==> config.mk <==
export PLATFORM = sky130hd
export DESIGN_NAME = uart_receiver_flat
export DESIGN_NICKNAME = d
export VERILOG_FILES = /design/src/rtl/uart_receiver_pkg.sv /design/src/rtl/uart_receiver_if.sv /design/src/rtl/uart_receiver_tick.sv /design/src/rtl/uart_receiver.sv /design/src/flat_wrapper.sv
export SDC_FILE = /design/constraint.sdc
export NUM_CORES = 1
export LEC_CHECK = 0
export BUFFER_PORTS_ARGS = -buffer_cell sky130_fd_sc_hd__buf_2
export CAP_MARGIN = 10
export CORE_MARGIN = 2
export CORE_UTILIZATION = 35
export CTS_BUF_LIST = sky130_fd_sc_hd__clkbuf_4 sky130_fd_sc_hd__clkbuf_8
export CTS_CLUSTER_SIZE = 14
export DETAILED_ROUTE_END_ITERATION = 8
export PLACE_DENSITY = 0.48
export SLEW_MARGIN = 15
export SYNTH_ARGS = -nofsm -noshare
export SYNTH_HDL_FRONTEND = slang
export SYNTH_SLANG_ARGS = --single-unit
==> constraint.sdc <==
create_clock -name clk -period 5.4 [get_ports clk]
set_clock_uncertainty 0.1 [all_clocks]
set_input_delay 0 -clock clk [delete_from_list [all_inputs] [get_ports clk]]
set_output_delay 0 -clock clk [all_outputs]
set_load 0.005 [all_outputs]
==> src/rtl/uart_receiver_pkg.sv <==
// Shared constants and state encoding for the UART receiver.
// Imported by the tick divider and the receiver top.
package uart_receiver_pkg;

    localparam int OVERSAMPLE   = 16;
    localparam int DATA_BITS    = 8;
    localparam int BAUD_DIV_DEF = 27;

    localparam int SCNT_W = $clog2(OVERSAMPLE);
    localparam int BIT_W  = $clog2(DATA_BITS);

    localparam logic [SCNT_W-1:0] MID_TICK = SCNT_W'(OVERSAMPLE / 2 - 1);
    localparam logic [SCNT_W-1:0] END_TICK = SCNT_W'(OVERSAMPLE - 1);
    localparam logic [BIT_W-1:0]  LAST_BIT = BIT_W'(DATA_BITS - 1);

    typedef enum logic [2:0] {
        ST_IDLE  = 3'd0,
        ST_START = 3'd1,
        ST_DATA  = 3'd2,
        ST_STOP  = 3'd3,
        ST_BREAK = 3'd4
    } state_e;

endpackage

==> src/rtl/uart_receiver_if.sv <==
// Serial line in, received byte and status pulses out.
// master = line driver / byte consumer, slave = receiver.
interface uart_receiver_if;
    import uart_receiver_pkg::*;

    logic                 rx;
    logic                 Rx_tick;
    logic [DATA_BITS-1:0] Dout;
    logic                 frame_err;

    modport master (
        output rx,
        input  Rx_tick,
        input  Dout,
        input  frame_err
    );

    modport slave (
        input  rx,
        output Rx_tick,
        output Dout,
        output frame_err
    );

endinterface

==> src/rtl/uart_receiver_tick.sv <==
// Oversample tick divider: counts 0..BAUD_DIV-1 while enabled,
// held at zero while disabled so every frame starts phase-aligned.
module baud_tick_gen
    import uart_receiver_pkg::*;
#(
    parameter int BAUD_DIV = BAUD_DIV_DEF
) (
    input  logic clk,
    input  logic rst_n,
    input  logic en,
    output logic tick
);

    localparam int W = (BAUD_DIV > 1) ? $clog2(BAUD_DIV) : 1;
    localparam logic [W-1:0] LAST = W'(BAUD_DIV - 1);

    logic [W-1:0] r_cnt;

    always_ff @(posedge clk or negedge rst_n) begin
        if (!rst_n) begin
            r_cnt <= '0;
        end else if (!en || r_cnt == LAST) begin
            r_cnt <= '0;
        end else begin
            r_cnt <= r_cnt + 1'b1;
        end
    end

    assign tick = en && (r_cnt == LAST);

endmodule

==> src/rtl/uart_receiver.sv <==
// 8N1 UART receiver with 16x oversampling, glitch rejection on the
// start bit, framing-error detection and break handling.
module uart_receiver
    import uart_receiver_pkg::*;
#(
    parameter int BAUD_DIV = BAUD_DIV_DEF
) (
    input  logic           clk,
    input  logic           rst_n,
    uart_receiver_if.slave bus
);

    logic                 r_sync1;
    logic                 r_rx_s;
    state_e               r_state;
    state_e               w_next;
    logic [SCNT_W-1:0]    r_scnt;
    logic [BIT_W-1:0]     r_bit;
    logic [DATA_BITS-1:0] r_shift;
    logic [DATA_BITS-1:0] r_dout;
    logic                 r_rx_tick;
    logic                 r_ferr;

    logic w_en;
    logic w_tick;
    logic w_mid;
    logic w_end;
    logic w_scnt_clr;
    logic w_shift_en;
    logic w_bit_clr;
    logic w_load;
    logic w_ferr;

    always_ff @(posedge clk or negedge rst_n) begin
        if (!rst_n) begin
            r_sync1 <= 1'b1;
            r_rx_s  <= 1'b1;
        end else begin
            r_sync1 <= bus.rx;
            r_rx_s  <= r_sync1;
        end
    end

    assign w_en = (r_state != ST_IDLE);

    baud_tick_gen #(
        .BAUD_DIV (BAUD_DIV)
    ) u_tick (
        .clk   (clk),
        .rst_n (rst_n),
        .en    (w_en),
        .tick  (w_tick)
    );

    assign w_mid = w_tick && (r_scnt == MID_TICK);
    assign w_end = w_tick && (r_scnt == END_TICK);

    always_ff @(posedge clk or negedge rst_n) begin
        if (!rst_n) begin
            r_state <= ST_IDLE;
        end else begin
            r_state <= w_next;
        end
    end

    always_comb begin
        w_next = r_state;
        case (r_state)
            ST_IDLE: begin
                if (!r_rx_s) w_next = ST_START;
            end
            ST_START: begin
                if (w_mid) w_next = r_rx_s ? ST_IDLE : ST_DATA;
            end
            ST_DATA: begin
                if (w_end && r_bit == LAST_BIT) w_next = ST_STOP;
            end
            ST_STOP: begin
                if (w_end) w_next = r_rx_s ? ST_IDLE : ST_BREAK;
            end
            ST_BREAK: begin
                if (r_rx_s) w_next = ST_IDLE;
            end
            default: w_next = ST_IDLE;
        endcase
    end

    // Sample counter restarts on every state change so each phase
    // measures its own 8- or 16-tick interval from zero.
    always_comb begin
        w_scnt_clr = 1'b0;
        w_shift_en = 1'b0;
        w_bit_clr  = 1'b0;
        w_load     = 1'b0;
        w_ferr     = 1'b0;
        case (r_state)
            ST_IDLE: begin
                w_scnt_clr = 1'b1;
                w_bit_clr  = 1'b1;
            end
            ST_START: begin
                w_scnt_clr = w_mid;
                w_bit_clr  = 1'b1;
            end
            ST_DATA: begin
                w_scnt_clr = w_end;
                w_shift_en = w_end;
            end
            ST_STOP: begin
                w_scnt_clr = w_end;
                w_load     = w_end && r_rx_s;
                w_ferr     = w_end && !r_rx_s;
            end
            ST_BREAK: begin
                w_scnt_clr = 1'b1;
                w_bit_clr  = 1'b1;
            end
            default: begin
                w_scnt_clr = 1'b1;
                w_bit_clr  = 1'b1;
            end
        endcase
    end

    always_ff @(posedge clk or negedge rst_n) begin
        if (!rst_n) begin
            r_scnt <= '0;
        end else if (w_scnt_clr) begin
            r_scnt <= '0;
        end else if (w_tick) begin
            r_scnt <= r_scnt + 1'b1;
        end
    end

    always_ff @(posedge clk or negedge rst_n) begin
        if (!rst_n) begin
            r_bit   <= '0;
            r_shift <= '0;
        end else begin
            if (w_bit_clr) begin
                r_bit <= '0;
            end else if (w_shift_en) begin
                r_bit <= r_bit + 1'b1;
            end
            if (w_shift_en) begin
                r_shift <= {r_rx_s, r_shift[DATA_BITS-1:1]};
            end
        end
    end

    always_ff @(posedge clk or negedge rst_n) begin
        if (!rst_n) begin
            r_dout    <= '0;
            r_rx_tick <= 1'b0;
            r_ferr    <= 1'b0;
        end else begin
            r_rx_tick <= w_load;
            r_ferr    <= w_ferr;
            if (w_load) begin
                r_dout <= r_shift;
            end
        end
    end

    assign bus.Rx_tick   = r_rx_tick;
    assign bus.Dout      = r_dout;
    assign bus.frame_err = r_ferr;

endmodule

==> src/flat_wrapper.sv <==
// flat-port wrapper written by rule: the top's interface ports become plain ports
module uart_receiver_flat import uart_receiver_pkg::*;
#(
    parameter int BAUD_DIV = BAUD_DIV_DEF
)
  (clk, rst_n, bus_rx, bus_Rx_tick, bus_Dout, bus_frame_err);
  uart_receiver_if bus_i ();
  input  logic clk;
  input  logic rst_n;
  input wire logic [$bits(bus_i.rx)-1:0] bus_rx;
  output wire logic [$bits(bus_i.Rx_tick)-1:0] bus_Rx_tick;
  output wire logic [$bits(bus_i.Dout)-1:0] bus_Dout;
  output wire logic [$bits(bus_i.frame_err)-1:0] bus_frame_err;
  assign bus_i.rx = bus_rx;
  assign bus_Rx_tick = bus_i.Rx_tick;
  assign bus_Dout = bus_i.Dout;
  assign bus_frame_err = bus_i.frame_err;
  uart_receiver #(.BAUD_DIV(BAUD_DIV)) u_core (.clk(clk), .rst_n(rst_n), .bus(bus_i));
endmodule
==> results of run 1 <==
## power breakdown
group          switching [mW]  internal, mW
Clock                  0.0923         0.190
Sequential           0.000773         0.263
Combinational         0.00572       0.00173
## logic make-up (layout without fill, tap and decap cells)
kind of cell | Yosys count | after routing
fa+ha+maj | 5 | 5
buf+inv | 8 | 26
simple gates | 36 | 36
xor+xnor | 4 | 4
compound gates | 21 | 21
flops | 35 | 35
mux | 16 | 16
## cells in the mapped netlist, types with 3 or more instances
cell type and number:
sky130_fd_sc_hd__ha_1 5, sky130_fd_sc_hd__buf_2 3, sky130_fd_sc_hd__nand3_1 4, sky130_fd_sc_hd__mux2_2 16, sky130_fd_sc_hd__a21oi_1 4, sky130_fd_sc_hd__xor2_1 3
sky130_fd_sc_hd__o21ai_0 3, sky130_fd_sc_hd__dfrtp_1 33, sky130_fd_sc_hd__nor2_1 10, sky130_fd_sc_hd__o31ai_1 5, sky130_fd_sc_hd__or3_1 3, sky130_fd_sc_hd__nand4b_1 3
sky130_fd_sc_hd__inv_1 4, sky130_fd_sc_hd__a21boi_0 4
## flip-flops by register name, indices dropped and copies added, names as in the netlist, 3 cells and up
register,count
u_core.r_bit,3
u_core.u_tick.r_cnt,5
u_core.r_scnt,4
u_core.r_shift,8
u_core.r_state,3
u_core.bus.Dout,8
## critical path, delay by kind of cell (launching register included)
kind                     cells  cell delay (ps)
buffers and inverters        1               70
flip-flops                   1              400
AND/OR/NAND/NOR              2              930
multiplexers                 1              410
adder cells (fa/ha/maj)      1              190
## per-stage QoR
stage	cell area, sq um	hold slack, ps	setup slack [ps]	std cells	util
after floorplan	1600	-396	3560	125	-
after global placement	1700	4.71	3250	185	0.389
after detailed placement	1700	8.20	3170	185	0.389
after CTS	1860	241	3170	195	0.424
after global routing	1860	242	3030	195	0.424
final	1860	228	3190	195	0.424
## final timing paths
check / slack, ps / start / to / cells past startpoint
worst max-delay path: 3190 / u_core.u_tick.r_cnt[0]$_DFF_PN0_ / u_core.bus.Dout[4]$_DFFE_PN0P_ / 5
worst min-delay path: 230 / rst_n / u_core.r_state[1]$_DFFE_PN0P_ / 2
worst max register to register: 3190 / u_core.u_tick.r_cnt[0]$_DFF_PN0_ / u_core.bus.Dout[4]$_DFFE_PN0P_ / 5
worst min register to register: 260 / u_core.r_sync1$_DFF_PN1_ / u_core.r_rx_s$_DFF_PN1_ / 0
max in group asynchronous: 4480 / rst_n / u_core.r_shift[7]$_DFFE_PN0P_ / 2
min in group clk: 250 / bus_rx / u_core.r_sync1$_DFF_PN1_ / 2
## metal layers
layer,up-vias,part of all wire,routed length [um]
li1,495,-,-
met1,514,0.48,1350
met2,13,0.47,1340
met3,5,0.035,100
met4,0,0.013,38
met5,-,0,0
## cell type report
class	count	area, sq um
repair buffers	14	80.1
clock buffers	6	76.3
flip-flops and latches	35	878
multi-input cells	82	686
fillers	419	2520
inverters	4	15.0
clock inverters	2	60.1
well taps	52	65.1
==> parameters.txt, run 1 <==
Parameter                              Value

Timing
  Total count of max-transition violations in the final report    0
  Count of final setup violators    0
  Fin. Hold Viols    0
  Summed negative setup slack over all endpoints    0 ps
  Setup repair after global routing missed its margin    false
  Highest Clock Rate    453 MHz
  Slew Limit Headroom    0.485
  Post-route fraction of the period consumed by the critical path    0.409
  Transition time at the pin with the least slew margin    772 ps
  Post-layout minimum cycle time    2210 ps

Synthesis
  Gate count of the mapped netlist    125
  Main combinational cell family by area after synthesis    simple AND/OR/NAND/NOR gates
  FFs w/ async S/R, synth    1.00
  Sequential fraction of the synthesis area    0.549
  Synth top area share    0.516
  Number of distinct standard cells referenced by the synthesized netlist    35
  Top area cells in the synthesized netlist    sky130_fd_sc_hd__dfrtp_1 52%, sky130_fd_sc_hd__mux2_2 11%, sky130_fd_sc_hd__ha_1 3.9%
  Number of register bits inferred by synthesis    35
  Post-synthesis cell type with the largest combined area    sky130_fd_sc_hd__dfrtp_1
  Compound-gate portion of the synthesized area    0.0939
  Total number of yosys warnings    0
  Number of synthesized flops with an enable pin    0
  Proportion of synthesized area in mux cells    0.113
  Syn_area_per_cell    12.8 sq um
  Adder-cell share of the synthesized area    0.0391
  Synthesized net count    133
  Simple logic cell fraction of the synthesized area    0.161
  Cell area after synthesis    0.00160 sq mm
  Top FF cell, synth    sky130_fd_sc_hd__dfrtp_1
  Post-Synth XOR/XNOR Area    0.0219

GRT
  Pin count of the biggest net entering global routing    36
  Met2 Track Usage GR    0.199
  Wire length of the first global-routing pass    5160 um
  M1 GR Usage    0.166
  Antenna violations before repair    0
  Met3 Usage GRT    0.0534
  Vias in the first global route    1097
  GRT Util Overall    0.132
  Leftover overflow at the end of global routing    0
  Global-route layer with the greatest usage    met2

Setup path
  CP max FO    13
  Critical path capture point type    flip-flop
  Startpoint types    flip-flop
  Cell Chain, Critical Path    inv_1, ha_1, nand3_2, nor4_4, mux2_2
  WP data arrival    2280 ps
  Data required time at the worst endpoint    5470 ps
  WS Path Type    flip-flop to flip-flop
  Critical Path Slowest Stage Cell    sky130_fd_sc_hd__nor4_4
  Crit-path max cell delay    660 ps

Pwr
  Maximum resistive drop on vdd    0.113 mV
  Post-layout power    0.554 mW
  Leakage power of the design    0.902 nW
  Power density over the cells    298 mW/mm^2

Hold path
  Tightest Hold Check Type    input port to asynchronous set/reset pin

Route
  Number of vias in the routed layout    1027
  Wire length per cell after detailed routing    14.5 um
  Antenna Nets Post-Route    0
  Wire length reported by the detailed router    2830 um
  Detailed router's first-iteration violation count    59
  Per-cell via count in the routed design    5.27
  Number of optimization iterations in the first detailed-route pass    4
  DRC viols    0

Clock network
  CTS buffer count    5
  Cell at the root of the clock tree    sky130_fd_sc_hd__clkbuf_8
  Later-pin clock latency in the skew report    290 ps
  TritonCTS clock tree    done
  Post-cts hold buffer count    2
  Post-CTS Setup Repair Bufs    0
  CTS sink cnt    35
  Number of H-tree branching levels    2
  Clock tree buffer depth    2
  Post-cts sizing count    0
  Clock transition at the register clock pins on the worst setup and hold paths after CTS    70 ps

Layout
  Fraction of final layout cells sized beyond drive strength 1    0.308
  Layout Area Growth over Synthesis    16.4%
  Number of diodes    0
  Most frequent cells in the layout    33 x sky130_fd_sc_hd__dfrtp_1, 16 x sky130_fd_sc_hd__mux2_2, 12 x sky130_fd_sc_hd__buf_2, 10 x sky130_fd_sc_hd__nor2_1
  Final nets    150
  Commonest non-fill, non-tap cell in the layout    sky130_fd_sc_hd__dfrtp_1

Floorplanning
  Area of the core region    0.00438 sq mm
  Rows    24
  Effective utilization at floorplan    0.365
  Die Area    0.00513 sq mm
  Chip width    71.6 um
  Die H    71.6 um
  I/O pin total    13

Placement
  HPWL reported at the end of detailed placement    1980 um
  Placer's final routability congestion estimate    0.710
  Total of buffers placed on input and output ports    12

Status
  Result of the run    finished clean

Flow run
  Count of maximum capacitance violations    0
Power figures use the tool's default switching activity.
==> run 2: changes to the inputs <==
==> constraint.sdc (replaced) <==
create_clock -name clk -period 2.3 [get_ports clk]
set_clock_uncertainty 0.1 [all_clocks]
set_input_delay 0 -clock clk [delete_from_list [all_inputs] [get_ports clk]]
set_output_delay 0 -clock clk [all_outputs]
set_load 0.005 [all_outputs]
==> run 2 against run 1 <==
Compared with the run above:
- global-route usage is 0.17 points higher
- routed wire length is 4.6% higher
- combinational power is 130% higher
- critical endpoint unchanged
- maximum frequency is 14% higher
- first-iteration DRC count is 31% higher
==> parameters.txt, run 2 (synthesis gave the netlist of run 1 again) <==
Parameter                              Value

Floorplanning
  Chip width    71.6 um (unchanged)
  I/O pin total    13 (unchanged)
  Die Area    0.00513 sq mm (unchanged)
  Area of the core region    0.00438 sq mm (unchanged)
  Effective utilization at floorplan    0.365 (unchanged)
  Rows    24 (unchanged)
  Die H    71.6 um (unchanged)

Clock network
  Cell at the root of the clock tree    sky130_fd_sc_hd__clkbuf_8 (unchanged)
  Clock tree buffer depth    2 (unchanged)
  Post-CTS Setup Repair Bufs    0 (unchanged)
  Post-cts sizing count    0 (unchanged)
  CTS sink cnt    35 (unchanged)
  Clock transition at the register clock pins on the worst setup and hold paths after CTS    80 ps (was 70 ps)
  TritonCTS clock tree    done (unchanged)
  Number of H-tree branching levels    2 (unchanged)
  CTS buffer count    5 (unchanged)
  Later-pin clock latency in the skew report    290 ps (about the same)

Timing
  Slew Limit Headroom    0.485 (about the same)
  Worst setup slack after layout    369 ps (was 3190 ps)
  Transition time at the pin with the least slew margin    772 ps (about the same)
  Fin. Hold Viols    0 (unchanged)
  Total count of max-transition violations in the final report    0 (unchanged)
  Post-layout minimum cycle time    1930 ps (was 2210 ps)
  Count of final setup violators    0 (unchanged)
  Summed negative setup slack over all endpoints    0 ps (unchanged)
  Hold Worst Slack    219 ps (was 228 ps)
  Setup repair after global routing missed its margin    false (unchanged)
  Post-route fraction of the period consumed by the critical path    0.840 (was 0.409)
  Highest Clock Rate    518 MHz (was 453 MHz)

GRT
  GRT Util Overall    0.133 (was 0.132)
  Leftover overflow at the end of global routing    0 (unchanged)
  Vias in the first global route    1119 (was 1097)
  Wire length of the first global-routing pass    5280 um (was 5160 um)
  Pin count of the biggest net entering global routing    36 (unchanged)
  Antenna violations before repair    0 (unchanged)

Placement
  HPWL reported at the end of detailed placement    2060 um (was 1980 um)
  Placer's final routability congestion estimate    0.772 (was 0.710)
  Pre-CTS worst setup slack    369 ps (was 3170 ps)
  Placed instance count    187 (was 185)
  Total of buffers placed on input and output ports    12 (unchanged)
  Instance area after placement    0.00172 sq mm (was 0.00170 sq mm)

Setup path
  Data required time at the worst endpoint    2370 ps (was 5470 ps)
  Critical Path Source    u_core.u_tick.r_cnt[0]$_DFF_PN0_ (unchanged)
  Origin of the critical flop-to-flop path    u_core.u_tick.r_cnt[0]$_DFF_PN0_ (unchanged)
  CP max FO    8 (was 13)
  Crit path max-delay family    simple AND/OR/NAND/NOR gates (unchanged)
  WS Path Type    flip-flop to flip-flop (unchanged)
  Critical path capture point type    flip-flop (unchanged)
  Cell Chain, Critical Path    inv_1, ha_1, nand3_2, nor4_4, buf_4, mux2_2 (was inv_1, ha_1, nand3_2, nor4_4, mux2_2)
  Capturing element of the worst setup path    u_core.bus.Dout[4]$_DFFE_PN0P_ (unchanged)
  Crit-path max cell delay    400 ps (was 660 ps)
  Startpoint types    flip-flop (unchanged)
  Reg2Reg Depth    6 (was 5)
  Crit path depth    6 (was 5)
  Critical Path Slowest Stage Cell    sky130_fd_sc_hd__dfrtp_1 (was sky130_fd_sc_hd__nor4_4)
  Internal reg-to-reg setup slack    370 ps (was 3190 ps)
  WP data arrival    2000 ps (was 2280 ps)
  Bufs and invs on worst path    2 (was 1)
  FF-to-FF End    u_core.bus.Dout[4]$_DFFE_PN0P_ (unchanged)

Layout
  Area taken by flip-flops and latches    878 sq um (unchanged)
  Post-route cell area    0.00188 sq mm (was 0.00186 sq mm)
  Number of fill cells in the layout    407 (was 419)
  Most frequent cells in the layout    33 x sky130_fd_sc_hd__dfrtp_1, 16 x sky130_fd_sc_hd__mux2_2, 12 x sky130_fd_sc_hd__buf_2, 10 x sky130_fd_sc_hd__nor2_1 (unchanged)
  Number of diodes    0 (unchanged)
  Fraction of final layout cells sized beyond drive strength 1    0.317 (was 0.308)
  Multi-input logic area    686 sq um (unchanged)
  Final nets    152 (was 150)
  Layout Area Growth over Synthesis    17.3% (was 16.4%)
  Cell Count, Final, Fillers Out    197 (was 195)
  Commonest non-fill, non-tap cell in the layout    sky130_fd_sc_hd__dfrtp_1 (unchanged)

Route
  Detailed router's first-iteration violation count    77 (was 59)
  Number of vias in the routed layout    1073 (was 1027)
  DRC viols    0 (unchanged)
  Wire length per cell after detailed routing    15.0 um (was 14.5 um)
  Wire length reported by the detailed router    2960 um (was 2830 um)
  Number of optimization iterations in the first detailed-route pass    4 (unchanged)
  Antenna Nets Post-Route    0 (unchanged)
  Per-cell via count in the routed design    5.45 (was 5.27)

Pwr
  Design internal power    1.07 mW (was 0.455 mW)
  Combinational Power Share    0.013 (about the same)
  Maximum resistive drop on vdd    0.297 mV (was 0.113 mV)
  Clock share of power    0.512 (was 0.509)
  Switching part of the total    0.182 (was 0.178)
  Switching power    0.238 mW (was 0.0988 mW)
  Fraction of power consumed by sequential logic    0.475 (was 0.477)
  Power density over the cells    696 mW/mm^2 (was 298 mW/mm^2)
  Leakage power of the design    0.912 nW (was 0.902 nW)

Status
  Result of the run    finished clean (unchanged)

Hold path
  Tightest Hold Check Type    input port to asynchronous set/reset pin (unchanged)

Flow run
  Count of maximum capacitance violations    0 (unchanged)
run 2: changes by cell type in the layout (fill, tap and decap cells not counted), sizes merged:
cell	change
buf	+2
run 2: what timing repair did:
item,CTS,global route
endpoints found under the hold margin,34,0
hold buffers,2,0
setup endpoints to repair,0,0
run 2: power by group through the flow:
stage / sequential (mW) / combinational (mW) / clock, mW
floorplan: 0.631 / 0.00185 / 0
global placement: 0.632 / 0.0156 / 0
detailed placement: 0.632 / 0.0163 / 0
CTS: 0.620 / 0.0189 / 0.686
global route: 0.620 / 0.0208 / 0.713
finish: 0.620 / 0.0175 / 0.668
run 2: layer usage:
layer | track usage | share of wire | up-vias
met2 | 0.208 | 0.47 | 26
li1 | - | - | 504
met1 | 0.170 | 0.45 | 536
met5 | 0 | 0 | -
met4 | 0.0503 | 0.017 | 0
met3 | 0.0492 | 0.060 | 7
run 2: through the flow:
stage                     power (mW)  utilization
after detailed placement       0.648        0.392
after floorplan                0.633            -
after global routing            1.35        0.428
final                           1.31        0.428
after CTS                       1.33        0.428
after global placement         0.648        0.392
run 2: worst min-delay path by stage:
stage | cells past startpoint | from | slack, ps | to
CTS | 2 | bus_rx | 240 | u_core.r_sync1$_DFF_PN1_
finish | 2 | rst_n | 220 | u_core.r_scnt[2]$_DFFE_PN0P_
global placement | 1 | rst_n | 7 | u_core.r_bit[1]$_DFFE_PN0P_
global route | 2 | bus_rx | 250 | u_core.r_sync1$_DFF_PN1_
detailed placement | 1 | bus_rx | 7 | u_core.r_sync1$_DFF_PN1_
floorplan | 0 | rst_n | -400 | u_core.bus.Dout[0]$_DFFE_PN0P_
run 2: area by class of cell:
cell class / count / area share
Multi-Input combinational cell: 82 / 0.366
Clock inverter: 2 / 0.0320
Sequential cell: 35 / 0.468
Tap cell: 52 / 0.0347
Inverter: 4 / 0.00801
Clock buffer: 6 / 0.0407
Timing Repair Buffer: 16 / 0.0507
